--- src/rtl/expression_pkg.sv ---
// Shared widths, watchdog default and FSM encoding for the expression sweep master.
package expression_pkg;

  localparam int unsigned XW_DEF      = 8;
  localparam int unsigned RW_DEF      = 16;
  localparam int unsigned CW_DEF      = 9;
  localparam int unsigned TIMEOUT_DEF = 255;
  localparam int unsigned WD_W        = 8;

  typedef enum logic [2:0] {
    ST_IDLE   = 3'd0,
    ST_ISSUE  = 3'd1,
    ST_ARM    = 3'd2,
    ST_WAIT   = 3'd3,
    ST_RECORD = 3'd4,
    ST_DONE   = 3'd5
  } state_e;

endpackage

--- src/rtl/sweep_stats.sv ---
// Running sweep statistics: saturating sample/overflow counts, first root, unsigned minimum.
module sweep_stats
  import expression_pkg::*;
#(
  parameter int unsigned XW = XW_DEF,
  parameter int unsigned RW = RW_DEF,
  parameter int unsigned CW = CW_DEF
) (
  input  logic          clk,
  input  logic          rst,
  input  logic          clear_i,
  input  logic          rec_i,
  input  logic [XW-1:0] x_i,
  input  logic [RW-1:0] result_i,
  input  logic          zero_i,
  input  logic          ovf_i,
  output logic [CW-1:0] smp_count_o,
  output logic [CW-1:0] ovf_count_o,
  output logic          root_found_o,
  output logic [XW-1:0] root_x_o,
  output logic          min_valid_o,
  output logic [RW-1:0] min_result_o,
  output logic [XW-1:0] min_x_o
);

  logic [CW-1:0] smp_cnt_q, smp_cnt_d, ovf_cnt_q, ovf_cnt_d;
  logic          root_q, root_d, min_v_q, min_v_d;
  logic [XW-1:0] root_x_q, root_x_d, min_x_q, min_x_d;
  logic [RW-1:0] min_r_q, min_r_d;

  // Fold one recorded sample into the statistics; clear wins over record.
  always_comb begin
    smp_cnt_d = smp_cnt_q;
    ovf_cnt_d = ovf_cnt_q;
    root_d    = root_q;
    root_x_d  = root_x_q;
    min_v_d   = min_v_q;
    min_r_d   = min_r_q;
    min_x_d   = min_x_q;
    if (clear_i) begin
      smp_cnt_d = '0;
      ovf_cnt_d = '0;
      root_d    = 1'b0;
      root_x_d  = '0;
      min_v_d   = 1'b0;
      min_r_d   = '0;
      min_x_d   = '0;
    end else if (rec_i) begin
      if (smp_cnt_q != '1) smp_cnt_d = smp_cnt_q + CW'(1);
      if (ovf_i && (ovf_cnt_q != '1)) ovf_cnt_d = ovf_cnt_q + CW'(1);
      if (zero_i && !root_q) begin
        root_d   = 1'b1;
        root_x_d = x_i;
      end
      if (!ovf_i && (!min_v_q || (result_i < min_r_q))) begin
        min_v_d = 1'b1;
        min_r_d = result_i;
        min_x_d = x_i;
      end
    end
  end

  always_ff @(posedge clk or negedge rst) begin
    if (!rst) begin
      smp_cnt_q <= '0;
      ovf_cnt_q <= '0;
      root_q    <= 1'b0;
      root_x_q  <= '0;
      min_v_q   <= 1'b0;
      min_r_q   <= '0;
      min_x_q   <= '0;
    end else begin
      smp_cnt_q <= smp_cnt_d;
      ovf_cnt_q <= ovf_cnt_d;
      root_q    <= root_d;
      root_x_q  <= root_x_d;
      min_v_q   <= min_v_d;
      min_r_q   <= min_r_d;
      min_x_q   <= min_x_d;
    end
  end

  assign smp_count_o  = smp_cnt_q;
  assign ovf_count_o  = ovf_cnt_q;
  assign root_found_o = root_q;
  assign root_x_o     = root_x_q;
  assign min_valid_o  = min_v_q;
  assign min_result_o = min_r_q;
  assign min_x_o      = min_x_q;

endmodule

--- src/rtl/expression_sweep_master.sv ---
// Sweeps X over a programmed range, one solver start/completed handshake per X.
// Optional per-operation watchdog: define EXPRESSION_SWEEP_WATCHDOG_EN.
module expression_sweep_master
  import expression_pkg::*;
#(
  parameter int unsigned XW      = XW_DEF,
  parameter int unsigned RW      = RW_DEF,
  parameter int unsigned CW      = CW_DEF,
  parameter int unsigned TIMEOUT = TIMEOUT_DEF
) (
  input  logic          clk,
  input  logic          rst,
  input  logic          go,
  input  logic [XW-1:0] x_first,
  input  logic [XW-1:0] x_last,
  input  logic [XW-1:0] x_step,
  output logic          sol_start,
  output logic [XW-1:0] sol_x,
  input  logic [RW-1:0] sol_result,
  input  logic          sol_zero,
  input  logic          sol_overflow,
  input  logic          sol_completed,
  output logic          busy,
  output logic          done,
  output logic          smp_valid,
  output logic [XW-1:0] smp_x,
  output logic [RW-1:0] smp_result,
  output logic          smp_zero,
  output logic          smp_ovf,
  output logic          root_found,
  output logic [XW-1:0] root_x,
  output logic          min_valid,
  output logic [RW-1:0] min_result,
  output logic [XW-1:0] min_x,
  output logic [CW-1:0] smp_count,
  output logic [CW-1:0] ovf_count,
  output logic          timeout_err
);

  state_e        state_q, state_d;
  logic [XW-1:0] x_q, x_d, last_q, last_d, step_q, step_d;
  logic          sol_start_q, sol_start_d, busy_q, busy_d, done_q, done_d;
  logic          smp_valid_q, smp_valid_d, smp_zero_q, smp_zero_d, smp_ovf_q, smp_ovf_d;
  logic [XW-1:0] smp_x_q, smp_x_d;
  logic [RW-1:0] smp_result_q, smp_result_d;
  logic          clear_c, rec_c, wd_expire_c;
  logic [XW:0]   sum_c;

  // One extra bit so a step past the top of the X range is seen as a carry, never a wrap.
  assign sum_c = {1'b0, x_q} + {1'b0, step_q};

  always_comb begin
    state_d      = state_q;
    x_d          = x_q;
    last_d       = last_q;
    step_d       = step_q;
    smp_valid_d  = 1'b0;
    smp_x_d      = smp_x_q;
    smp_result_d = smp_result_q;
    smp_zero_d   = smp_zero_q;
    smp_ovf_d    = smp_ovf_q;
    clear_c      = 1'b0;
    rec_c        = 1'b0;
    case (state_q)
      ST_IDLE: begin
        if (go) begin
          last_d  = x_last;
          step_d  = (x_step == '0) ? XW'(1) : x_step;
          x_d     = x_first;
          clear_c = 1'b1;
          state_d = ST_ISSUE;
        end
      end
      ST_ISSUE: state_d = ST_ARM;
      // Completion is ignored here so a level left over from the last op is not reused.
      ST_ARM:   state_d = ST_WAIT;
      ST_WAIT: begin
        if (sol_completed)    state_d = ST_RECORD;
        else if (wd_expire_c) state_d = ST_DONE;
      end
      ST_RECORD: begin
        rec_c        = 1'b1;
        smp_valid_d  = 1'b1;
        smp_x_d      = x_q;
        smp_result_d = sol_result;
        smp_zero_d   = sol_zero;
        smp_ovf_d    = sol_overflow;
        if ((x_q >= last_q) || sum_c[XW] || (sum_c[XW-1:0] > last_q)) begin
          state_d = ST_DONE;
        end else begin
          x_d     = sum_c[XW-1:0];
          state_d = ST_ISSUE;
        end
      end
      ST_DONE:  state_d = ST_IDLE;
      default:  state_d = ST_IDLE;
    endcase
    sol_start_d = (state_d == ST_ISSUE);
    busy_d      = (state_d != ST_IDLE) && (state_d != ST_DONE);
    done_d      = (state_d == ST_DONE);
  end

  always_ff @(posedge clk or negedge rst) begin
    if (!rst) begin
      state_q      <= ST_IDLE;
      x_q          <= '0;
      last_q       <= '0;
      step_q       <= '0;
      sol_start_q  <= 1'b0;
      busy_q       <= 1'b0;
      done_q       <= 1'b0;
      smp_valid_q  <= 1'b0;
      smp_x_q      <= '0;
      smp_result_q <= '0;
      smp_zero_q   <= 1'b0;
      smp_ovf_q    <= 1'b0;
    end else begin
      state_q      <= state_d;
      x_q          <= x_d;
      last_q       <= last_d;
      step_q       <= step_d;
      sol_start_q  <= sol_start_d;
      busy_q       <= busy_d;
      done_q       <= done_d;
      smp_valid_q  <= smp_valid_d;
      smp_x_q      <= smp_x_d;
      smp_result_q <= smp_result_d;
      smp_zero_q   <= smp_zero_d;
      smp_ovf_q    <= smp_ovf_d;
    end
  end

  sweep_stats #(.XW(XW), .RW(RW), .CW(CW)) u_stats (
    .clk          (clk),
    .rst          (rst),
    .clear_i      (clear_c),
    .rec_i        (rec_c),
    .x_i          (x_q),
    .result_i     (sol_result),
    .zero_i       (sol_zero),
    .ovf_i        (sol_overflow),
    .smp_count_o  (smp_count),
    .ovf_count_o  (ovf_count),
    .root_found_o (root_found),
    .root_x_o     (root_x),
    .min_valid_o  (min_valid),
    .min_result_o (min_result),
    .min_x_o      (min_x)
  );

`ifdef EXPRESSION_SWEEP_WATCHDOG_EN
  logic [WD_W-1:0] wd_q, wd_d;
  logic            timeout_q, timeout_d;

  assign wd_expire_c = (state_q == ST_WAIT) && !sol_completed && (wd_q == WD_W'(TIMEOUT - 1));

  // Cycle counter restarts on every entry to WAIT; the error flag is sticky until the next go.
  always_comb begin
    wd_d      = '0;
    timeout_d = timeout_q;
    if (state_q == ST_WAIT) wd_d = wd_q + WD_W'(1);
    if (clear_c)          timeout_d = 1'b0;
    else if (wd_expire_c) timeout_d = 1'b1;
  end

  always_ff @(posedge clk or negedge rst) begin
    if (!rst) begin
      wd_q      <= '0;
      timeout_q <= 1'b0;
    end else begin
      wd_q      <= wd_d;
      timeout_q <= timeout_d;
    end
  end

  assign timeout_err = timeout_q;
`else
  logic unused_timeout;
  assign unused_timeout = ^32'(TIMEOUT);
  assign wd_expire_c    = 1'b0;
  assign timeout_err    = 1'b0;
`endif

  assign sol_start  = sol_start_q;
  assign sol_x      = x_q;
  assign busy       = busy_q;
  assign done       = done_q;
  assign smp_valid  = smp_valid_q;
  assign smp_x      = smp_x_q;
  assign smp_result = smp_result_q;
  assign smp_zero   = smp_zero_q;
  assign smp_ovf    = smp_ovf_q;

endmodule

--- config.mk ---
export PLATFORM = sky130hd
export DESIGN_NAME = expression_sweep_master
export DESIGN_NICKNAME = d
export VERILOG_FILES = /design/src/rtl/expression_pkg.sv /design/src/rtl/sweep_stats.sv /design/src/rtl/expression_sweep_master.sv
export SDC_FILE = /design/constraint.sdc
export NUM_CORES = 1
export LEC_CHECK = 0
export ABC_AREA = 1
export CAP_MARGIN = 20
export CORE_MARGIN = 5
export CORE_UTILIZATION = 54
export DETAILED_ROUTE_END_ITERATION = 10
export PLACE_DENSITY = 0.85
export REMOVE_ABC_BUFFERS = 1
export SETUP_SLACK_MARGIN = 0.5
export SYNTH_ARGS = -nofsm -noshare
export SYNTH_HDL_FRONTEND = slang
export SYNTH_HIERARCHICAL = 1
export SYNTH_SLANG_ARGS = --single-unit
export TNS_END_PERCENT = 100
--- constraint.sdc ---
create_clock -name clk -period 5.73 [get_ports clk]
set_clock_uncertainty 0.15 [all_clocks]
set_input_delay 0.573 -clock clk [delete_from_list [all_inputs] [get_ports clk]]
set_output_delay 0.573 -clock clk [all_outputs]
set_load 0.02 [all_outputs]
Word level (Yosys, flattened, before mapping)
Index checks and enable logic that the tools add are counted.
Widths: inputs -> output; s select.

storage, ports and cells
  word-level logic and storage cells = 93
  output and inout bits = 91
  bits of input ports = 46
  register bits = 109

operators by class
  $add $sub $neg = 3
  magnitude comparators = 3
  reductions and logical operators = 25
  mux-type cells = 32
  eq/ne operators = 11

operator list
  kind                 count
  $mux 8               9
  $mux 9               6
  $mux 16              3
  $add 9x1->9 const B  2
  $ne 9x9->1 const B   2
  $lt 16x16->1         1
  $pmux 8 s2           1
  $pmux 3 s5           1
  $reduce_bool 2->1    6
  $reduce_and 2->1     5
  $add 8x8->9          1
  $mux 1               9
  $mux 3               3
  $ge 8x8->1           1
  $gt 8x8->1           1
  $logic_not 8->1      1
  $eq 3x1->1 const B   2
  $eq 3x2->1 const B   2
  $eq 3x3->1 const B   2
  $logic_and 1x1->1    4
  $ne 2x2->1 const B   2
  $logic_not 1->1      3
  $logic_not 3->1      1
  $logic_or 1x1->1     3
  3 further kinds      3

Logic depth before layout (Yosys ltp)
Gate-level depths: netlist (run 1).

  depth after elaboration = 7
  depth in mapped cells = 19
  gate-level depth less buffers = 19

By module
Netlist (run 1), hierarchy kept.

by module, submodules not included
  module                   area each (µm²)  cells each  sequential area each (µm²)  instances
  expression_sweep_master  3047.9           380         1426.4                      1
  sweep_stats              2821.5           326         1301.2                      1

Least setup slack after synthesis (run 1)
OpenSTA, ideal clock, no wires.

  path type = flip-flop to flip-flop
  start = reg x_q[2] (netlist: sol_x[2])
  end = reg x_q[0] (netlist: sol_x[0])
  buffers on the path = 0
  data arrival time = 2597 ps
  clock period less this slack = 2813 ps
  required time = 5514 ps
  slack = 2917 ps
  cell stages (with the launch flop) = 19
  setup time = 66 ps
  path through = dfrtp_1 ha_1 nand2_1 o21ai_0 nand2_1 nand2_1 nand2_1 and2_1 ha_1 nand2_1 inv_1 nor2_1 o21a_1 nand2_1 nand2_1 nand3_4 nand2_8 nand2_1 nand2_1

on the way
  word-level cells in the longest chain between the ends = 5
  elaborated cells on any way between the ends = 7
  classes of those cells = add/sub (1); order compare (2); eq/ne (1); reduce/logical (3)

RTL lines
  item                                            line                                                          RTL
  from (decl)                                     expression_sweep_master.sv:41                                 logic [XW-1:0] x_q, x_d, last_q, last_d, step_q, step_d;
  from (signal assigned)                          expression_sweep_master.sv:106                                x_q <= '0;
  from (signal assigned)                          expression_sweep_master.sv:119                                x_q <= x_d;
  $add 8x8->9 or $ge 8x8->1 (tied branches)       expression_sweep_master.sv:50, expression_sweep_master.sv:88
  $gt 8x8->1 or $logic_or 1x1->1 (tied branches)  expression_sweep_master.sv:88                                 if ((x_q >= last_q) || sum_c[XW] || (sum_c[XW-1:0] > last_q)) begin
  $logic_or 1x1->1 (*)                            expression_sweep_master.sv:88
  $ne 2x2->1 (no line) (*)                        --
  $reduce_and 3->1 (no line) (*)                  --

Every way passes the cells marked *; elsewhere a longest branch is shown, timed or not.
A chain may end at the register's enable or synchronous reset.

Worst setup path after layout (run 1)
  start = reg x_q[2] (netlist: sol_x[2])
  end = reg x_q[3] (netlist: sol_x[3])

on the way
  word-level cells in the longest chain between the ends = 5
  elaborated cells on any way between the ends = 9
  classes of those cells = add/sub (1); order compare (2); eq/ne (1); mux (2); reduce/logical (3)

RTL lines
  item                                            line
  $add 8x8->9 or $ge 8x8->1 (tied branches)       expression_sweep_master.sv:50, expression_sweep_master.sv:88
  $gt 8x8->1 or $logic_or 1x1->1 (tied branches)  expression_sweep_master.sv:88
  $logic_or 1x1->1                                expression_sweep_master.sv:88
  $ne 2x2->1 (no line)                            --
  $reduce_and 3->1 (no line)                      --

Parallel ways exist; a longest one is shown, timed or not. The select of a mux whose other input is x is not followed.

==> results of run 1 <==
sequential cells by signal, indices dropped and copies added, names as in the netlist, 3 cells and up:
name and flops:
smp_result 16, step_q 8, u_stats/smp_count_o 9, u_stats/min_x_o 8
state_q 3, smp_x 8, u_stats/ovf_count_o 9, u_stats/min_result_o 16
last_q 8, u_stats/root_x_o 8, sol_x 8
cell type report:
type	instances	share of cell area (%)
multi-input combinational	495	36.4
inverter	76	3.82
tap	140	2.35
clock inverter	5	0.469
clock buffer	11	1.89
timing repair buffer	139	18.6
sequential	109	36.5
cell families (layout without fill, tap and decap cells):
kind of cell               after synthesis  in the layout  synth area share, %
buffers and inverters                  102            231                 7.21
AOI/OAI and AO/OA                       59             59                 5.48
muxes                                    8              8                 1.53
adders and majority gates               44             44                 9.51
xor gates and xnor gates                 3              3                0.448
and+or+nand+nor                        380            380                 29.3
other                                    1              1               0.0639
DFF                                    109            109                 46.5
worst min-delay path by stage:
stage	to	startpoint
after floorplan	busy	rst
after global placement	smp_result[1]	smp_result[1]
after detailed placement	smp_result[0]	smp_result[0]
after CTS	u_stats/smp_count_o[5]	rst
after global routing	u_stats/smp_count_o[5]	rst
final	u_stats/smp_count_o[5]	rst
power groups by stage:
stage	Combinational (µW)	Clock (µW)	Sequential, µW
floorplan	1190	0	1600
global placement	2350	0	1340
finish	2440	434	1350
CTS	2440	442	1350
global route	2710	471	1390
detailed placement	2430	0	1360
metal layers:
metal	vias to the layer above	GRT usage, %
met1	2504	31.3
met2	197	41.5
met3	40	3.96
li1	2530	-
met4	0	9.50
met5	-	0
through the flow:
| stage | hold WS [ps] | instance area [µm²] | worst slack [ps] |
|---|---|---|---|
| 6_report | 77.9 | 7470 | 2530 |
| 5_1_grt | 137 | 7470 | 2230 |
| 4_1_cts | 110 | 7450 | 2330 |
| 3_5_place_dp | 308 | 7280 | 2340 |
| 3_3_place_gp | 303 | 7280 | 2450 |
| 2_1_floorplan | 127 | 5730 | 2590 |
layout by cell type (no fill, tap or decap), drive strengths merged:
cell / synthesis / final
nand2: 235 / 235
clkdlybuf4s50: 0 / 134
dfrtp: 109 / 109
inv: 74 / 75
nand3: 67 / 67
ha: 43 / 43
nor2: 39 / 39
o21ai: 27 / 27
a21oi: 26 / 26
nand4: 20 / 20
clkbuf: 7 / 11
nor3: 9 / 9
mux2: 8 / 8
buf: 19 / 5
clkinv: 2 / 5
and2: 3 / 3
nor3b: 3 / 3
xor2: 2 / 2
o21a: 2 / 2
o211ai: 1 / 1
nand3b: 1 / 1
a31oi: 1 / 1
xnor2: 1 / 1
o21bai: 1 / 1
nor4: 1 / 1
a41oi: 1 / 1
fa: 1 / 1
conb: 1 / 1
clkinvlp: 0 / 1
or2: 1 / 1
and3: 1 / 1
worst reg2reg max path, stage by stage, from the launching register on:
cell	delay [ps]
dfrtp_1	450
ha_1	410
nand2_1	70
o21ai_0	380
nand2_1	140
nand2_1	100
nand2_1	70
and2_1	140
ha_1	280
nand2_1	70
inv_1	30
nor2_1	80
o21a_1	120
nand2_1	50
nand2_1	120
nand3_4	170
nand2_8	170
nand2_1	80
nand2_1	60
==> metrics.md, run 1 <==
| Metric | Value |
|---|---|
| Outcome | completed |
| Gr usage total | 24.4% |
| IO buf count | 135 |
| Die Wd | 114 µm |
| Worst path bufs/invs | 1 |
| Clock Latency Late Sink | 370 ps |
| Critical Path Fanout Max | 9 |
| Met1 WL | 6510 µm |
| Vias in the first global route | 5415 |
| Gate Count Post-Synth | 706 |
| Clock Pin Slew Worst Setup and Hold Paths | 100 ps |
| Reg-to-reg setup timing slack | 2530 ps |
| I/O pin total | 137 |
| Max_slew headroom | 31.7% |
| Final hold violations | 0 |
| Required time of the critical path | 5890 ps |
| Sw Share | 45.9% |
| N_diodes | 0 |
| Worst-Margin Slew | 1020 ps |
| Crit-path max cell delay | 450 ps |
| Worst path most repeated cell | nand2_1 |
| DP HPWL | 11400 µm |
| Post-synth top area cell | dfrtp_1 |
| Synth top area share | 46.5% |
| Startpoint types | flip-flop |
| Post-Syn Area per Cell | 8.31 µm² |
| First-pass GRT wire length | 25700 µm |
| Critical Path Sink Type | flip-flop |
| CTS sink count | 109 |
| Final ANT Viol Nets | 0 |
| CTS tree | done |
| Ys Warns | 6 |
| Vias | 5271 |
| Final non-filler cell total | 975 |
| Post-CTS sizing | 0 |
| Fin crit share | 55.9% |
| Clock root cell | clkbuf_8 |
| Critical path origin | sol_x[2] |
| Final Power | 4220 µW |
| Initial Util | 54.6% |
| Detail Route met2 WL | 7410 µm |
| Met3 wire length | 917 µm |
| CP top delay family | simple AND/OR/NAND/NOR gates |
| Finished Core Util | 69.5% |
| Core area | 0.0107 mm² |
| Area occupied by registers | 0.00273 mm² |
| # setup viols final | 0 |
| Unrepaired setup endpoints after global routing | no |
| CTS buffer count | 9 |
| Seq/Total Area, Yosys | 46.5% |
| CTS Hold Buffers Added | 0 |
| Die area | 0.0131 mm² |
| Setup TNS | 0 ps |
| Clk pwr share | 10.3% |
| Area taken by multi-input logic gates | 0.00272 mm² |
| DP Cell Count | 958 |
| Worst setup path end | sol_x[3] |
| Synth top cells by count | 227 x nand2_1, 109 x dfrtp_1, 71 x inv_1 |
| Final wirelength | 15300 µm |
| H-tree depth | 3 |
| Synth Flop Type | dfrtp_1 |
| P per Cell Area | 565 mW/mm² |
| Final Max Tran Viols | 0 |
| CP arrival | 3360 ps |
| Num rows | 38 |
| Combinational share of power | 57.7% |
| Yosys reg bits | 109 |
| Endpoint of the worst register-to-register path | sol_x[3] |
| Maximum buffer depth of the clock tree | 2 |
| Final GP Congestion | 0.987 |
| CP max stage cell | dfrtp_1 |
| Distinct cell type count after synthesis | 43 |
| Largest net degree at the start of global routing | 58 |
| Share of cells above drive strength 1 | 6.83% |
| Drc violations | 0 |
| Reg2Reg Depth | 18 |
| Internal power | 2280 µW |
| 1st-pass router iterations | 5 |
| Max layer used | met4 |
| Cell Chain, Critical Path | ha_1, nand2_1, o21ai_0, nand2_1, nand2_1, nand2_1, and2_1, ha_1, nand2_1, inv_1, nor2_1, o21a_1, nand2_1, nand2_1, nand3_4, nand2_8, nand2_1, nand2_1 |
| Leak | 0.00370 µW |
| Async SR Flop Fraction | 100% |
| Via density | 5.41 |
| Mapped Area | 0.00587 mm² |
| Psw | 1940 µW |
| Layout area overhead | 27.3% |
| CP Class | flip-flop to flip-flop |
| Nets | 920 |
| Max Freq | 312 MHz |
| Area contributors post-synth | dfrtp_1 46%, nand2_1 15%, ha_1 9.2% |
| Post-synth EDFFs | 0 |
| Top-count cell post-synth | nand2_1 |
| Post-layout min period | 3200 ps |
| Remaining global-route overflow | 0 |
| Reg power frac | 32.0% |
| VDD IR max | 0.277 mV |
| Max-cap viol count | 0 |
| Initial antenna violation count | 0 |
| Initial DRC count | 474 |
| Post-CTS Setup Bufs | 0 |
| Hold WC Path Type | input port to async pin |
| WP depth | 18 |
| # fillers | 876 |
| Worst r2r src | sol_x[2] |
| Chip height | 114 µm |
| WL/cell | 15.7 µm |
Power figures use the tool's default switching activity.
==> run 2: changes to the inputs <==
CORE_UTILIZATION = 51   (was 54)
PLACE_DENSITY = 0.81   (was 0.85)
clock period = 3.3 ns   (was 5.73 ns; I/O delays follow)
==> metrics.md, run 2 (synthesis results as in run 1) <==
| Metric | Value |
|---|---|
| N_diodes | 0 (unchanged) |
| H-tree depth | 3 (unchanged) |
| Critical Path Fanout Max | 6 (was 9) |
| Vias in the first global route | 5327 (was 5415) |
| Max-cap viol count | 0 (unchanged) |
| P per Cell Area | 1080 mW/mm² (was 565 mW/mm²) |
| CP arrival | 2920 ps (was 3360 ps) |
| Initial Util | 51.6% (was 54.6%) |
| Drc violations | 0 (unchanged) |
| Via density | 5.48 (was 5.41) |
| Num rows | 39 (was 38) |
| Met3 wire length | 1200 µm (was 917 µm) |
| Die area | 0.0138 mm² (was 0.0131 mm²) |
| Detail Route met2 WL | 8310 µm (was 7410 µm) |
| First-pass GRT wire length | 26000 µm (was 25700 µm) |
| WL/cell | 16.8 µm (was 15.7 µm) |
| Required time of the critical path | 3390 ps (was 5890 ps) |
| Critical Path Sink Type | flip-flop (unchanged) |
| 1st-pass router iterations | 5 (unchanged) |
| Setup TNS | 0 ps (unchanged) |
| Nets | 947 (was 920) |
| Fin crit share | 85.8% (was 55.9%) |
| Final Max Tran Viols | 0 (unchanged) |
| Initial antenna violation count | 0 (unchanged) |
| Most frequent cells in the layout | 220 x nand2_1, 134 x clkdlybuf4s50_1, 105 x dfrtp_1 (was 227 x nand2_1, 134 x clkdlybuf4s50_1, 109 x dfrtp_1) |
| CTS tree | done (unchanged) |
| Most common cell after layout, fill and taps aside | nand2_1 (unchanged) |
| Gr usage total | 24.0% (was 24.4%) |
| Vias | 5501 (was 5271) |
| Startpoint types | flip-flop (unchanged) |
| Hold WC Path Type | input port to async pin (unchanged) |
| Max Freq | 353 MHz (was 312 MHz) |
| VDD IR max | 0.530 mV (was 0.277 mV) |
| Maximum buffer depth of the clock tree | 2 (unchanged) |
| DP Cell Count | 969 (was 958) |
| Max_slew headroom | 39.0% (was 31.7%) |
| CTS sink count | 109 (unchanged) |
| Unrepaired setup endpoints after global routing | yes (was no) |
| Outcome | completed (unchanged) |
| Layout area overhead | 37.9% (was 27.3%) |
| Largest net degree at the start of global routing | 87 (was 58) |
| Clock root cell | clkbuf_16 (was clkbuf_8) |
| Clock Latency Late Sink | 350 ps (was 370 ps) |
| # setup viols final | 0 (unchanged) |
| Chip height | 117 µm (was 114 µm) |
| Worst-Margin Slew | 913 ps (was 1020 ps) |
| Share of cells above drive strength 1 | 13.7% (was 6.83%) |
| Final wirelength | 16800 µm (was 15300 µm) |
| Final GP Congestion | 0.892 (was 0.987) |
| CTS buffer count | 9 (unchanged) |
| Clock Pin Slew Worst Setup and Hold Paths | 70 ps (was 100 ps) |
| Final hold violations | 0 (unchanged) |
| Die Wd | 117 µm (was 114 µm) |
| Max layer used | met4 (unchanged) |
| Met1 WL | 6940 µm (was 6510 µm) |
| CP Class | flip-flop to flip-flop (unchanged) |
| I/O pin total | 137 (unchanged) |
| # fillers | 863 (was 876) |
| Final ANT Viol Nets | 0 (unchanged) |
| Leak | 0.00394 µW (was 0.00370 µW) |
| Initial DRC count | 493 (was 474) |
| Post-layout min period | 2830 ps (was 3200 ps) |
| IO buf count | 135 (unchanged) |
| Final non-filler cell total | 1004 (was 975) |
| Core area | 0.0114 mm² (was 0.0107 mm²) |
| DP HPWL | 11400 µm (about the same) |
| Remaining global-route overflow | 0 (unchanged) |
[run 2: cell types whose count changed in the layout (fill, tap and decap cells not counted), moves of 7 or more]
cell,change
ha_1,-10
clkbuf_16,+9
buf_4,+24
nand2_1,-7
ha_4,+9
clkbuf_8,-10
[run 2: stage by stage]
| stage | hold WS [ps] | setup WS [ps] | util (%) | power (µW) | cell area [µm²] |
|---|---|---|---|---|---|
| after global placement | 303 | 336 | 64.6 | 6420 | 7340 |
| after CTS | 79.2 | 504 | 68.1 | 7990 | 7750 |
| final | 248 | 470 | 71.2 | 8770 | 8090 |
| after detailed placement | 311 | 270 | 64.6 | 6590 | 7340 |
| after floorplan | -116 | 169 | - | 4860 | 5730 |
| after global routing | 274 | 321 | 71.2 | 9410 | 8090 |
[run 2: cell type report]
type	instances	area (µm²)	area share, %
inverter	76	285	3.53
tap	143	179	2.21
clock inverter	5	100	1.24
sequential	109	2730	33.8
timing repair buffer	164	1590	19.6
multi-input combinational	497	2980	36.8
clock buffer	10	229	2.83
[run 2: report_power, final]
group          internal [µW]  switching [µW]
Clock                    736             486
Combinational           2300            2910
Sequential              1890             444
[run 2: path summary, 6_finish.rpt]
kind	from	end	slack (ps)	cells after the start
worst max-delay path	step_q[2]	sol_x[4]	470	17
min in group clk	smp_result[7]	smp_result[7]	320	2
worst min-delay path	rst	smp_result[4]	250	2
max in group asynchronous	rst	u_stats/smp_count_o[6]	1830	4
worst min register to register	smp_result[7]	smp_result[7]	320	2
worst max register to register	step_q[2]	sol_x[4]	470	17
[run 2: routing by layer]
layer | global-route usage [%] | up-vias
met5 | 0 | -
met4 | 8.64 | 0
met3 | 4.27 | 35
met2 | 40.4 | 219
met1 | 31.0 | 2648
li1 | - | 2599
[run 2: timing repair]
item | 4_1_cts | 5_1_grt
buffers inserted | 1 | 15
gates resized for setup | 10 | 35
pin swaps | 3 | 21
endpoints found under the hold margin | 0 | 18
hold buffers | 0 | 1
endpoints found under the setup margin | 12 | 12
gates cloned | 1 | 1
[run 2: critical path, cell delays in order, from the launching register on]
cell	delay [ps]
dfrtp_1	420
ha_4	320
nand2_2	70
o21ai_4	200
nand3_2	120
nand2_1	90
nand2_1	90
and2_4	160
ha_4	260
nand2_1	90
nor2_4	100
nand2_1	70
nand2_1	80
nand2_2	100
nand3_4	190
nand2_8	90
nand2_2	80
nand2_1	50
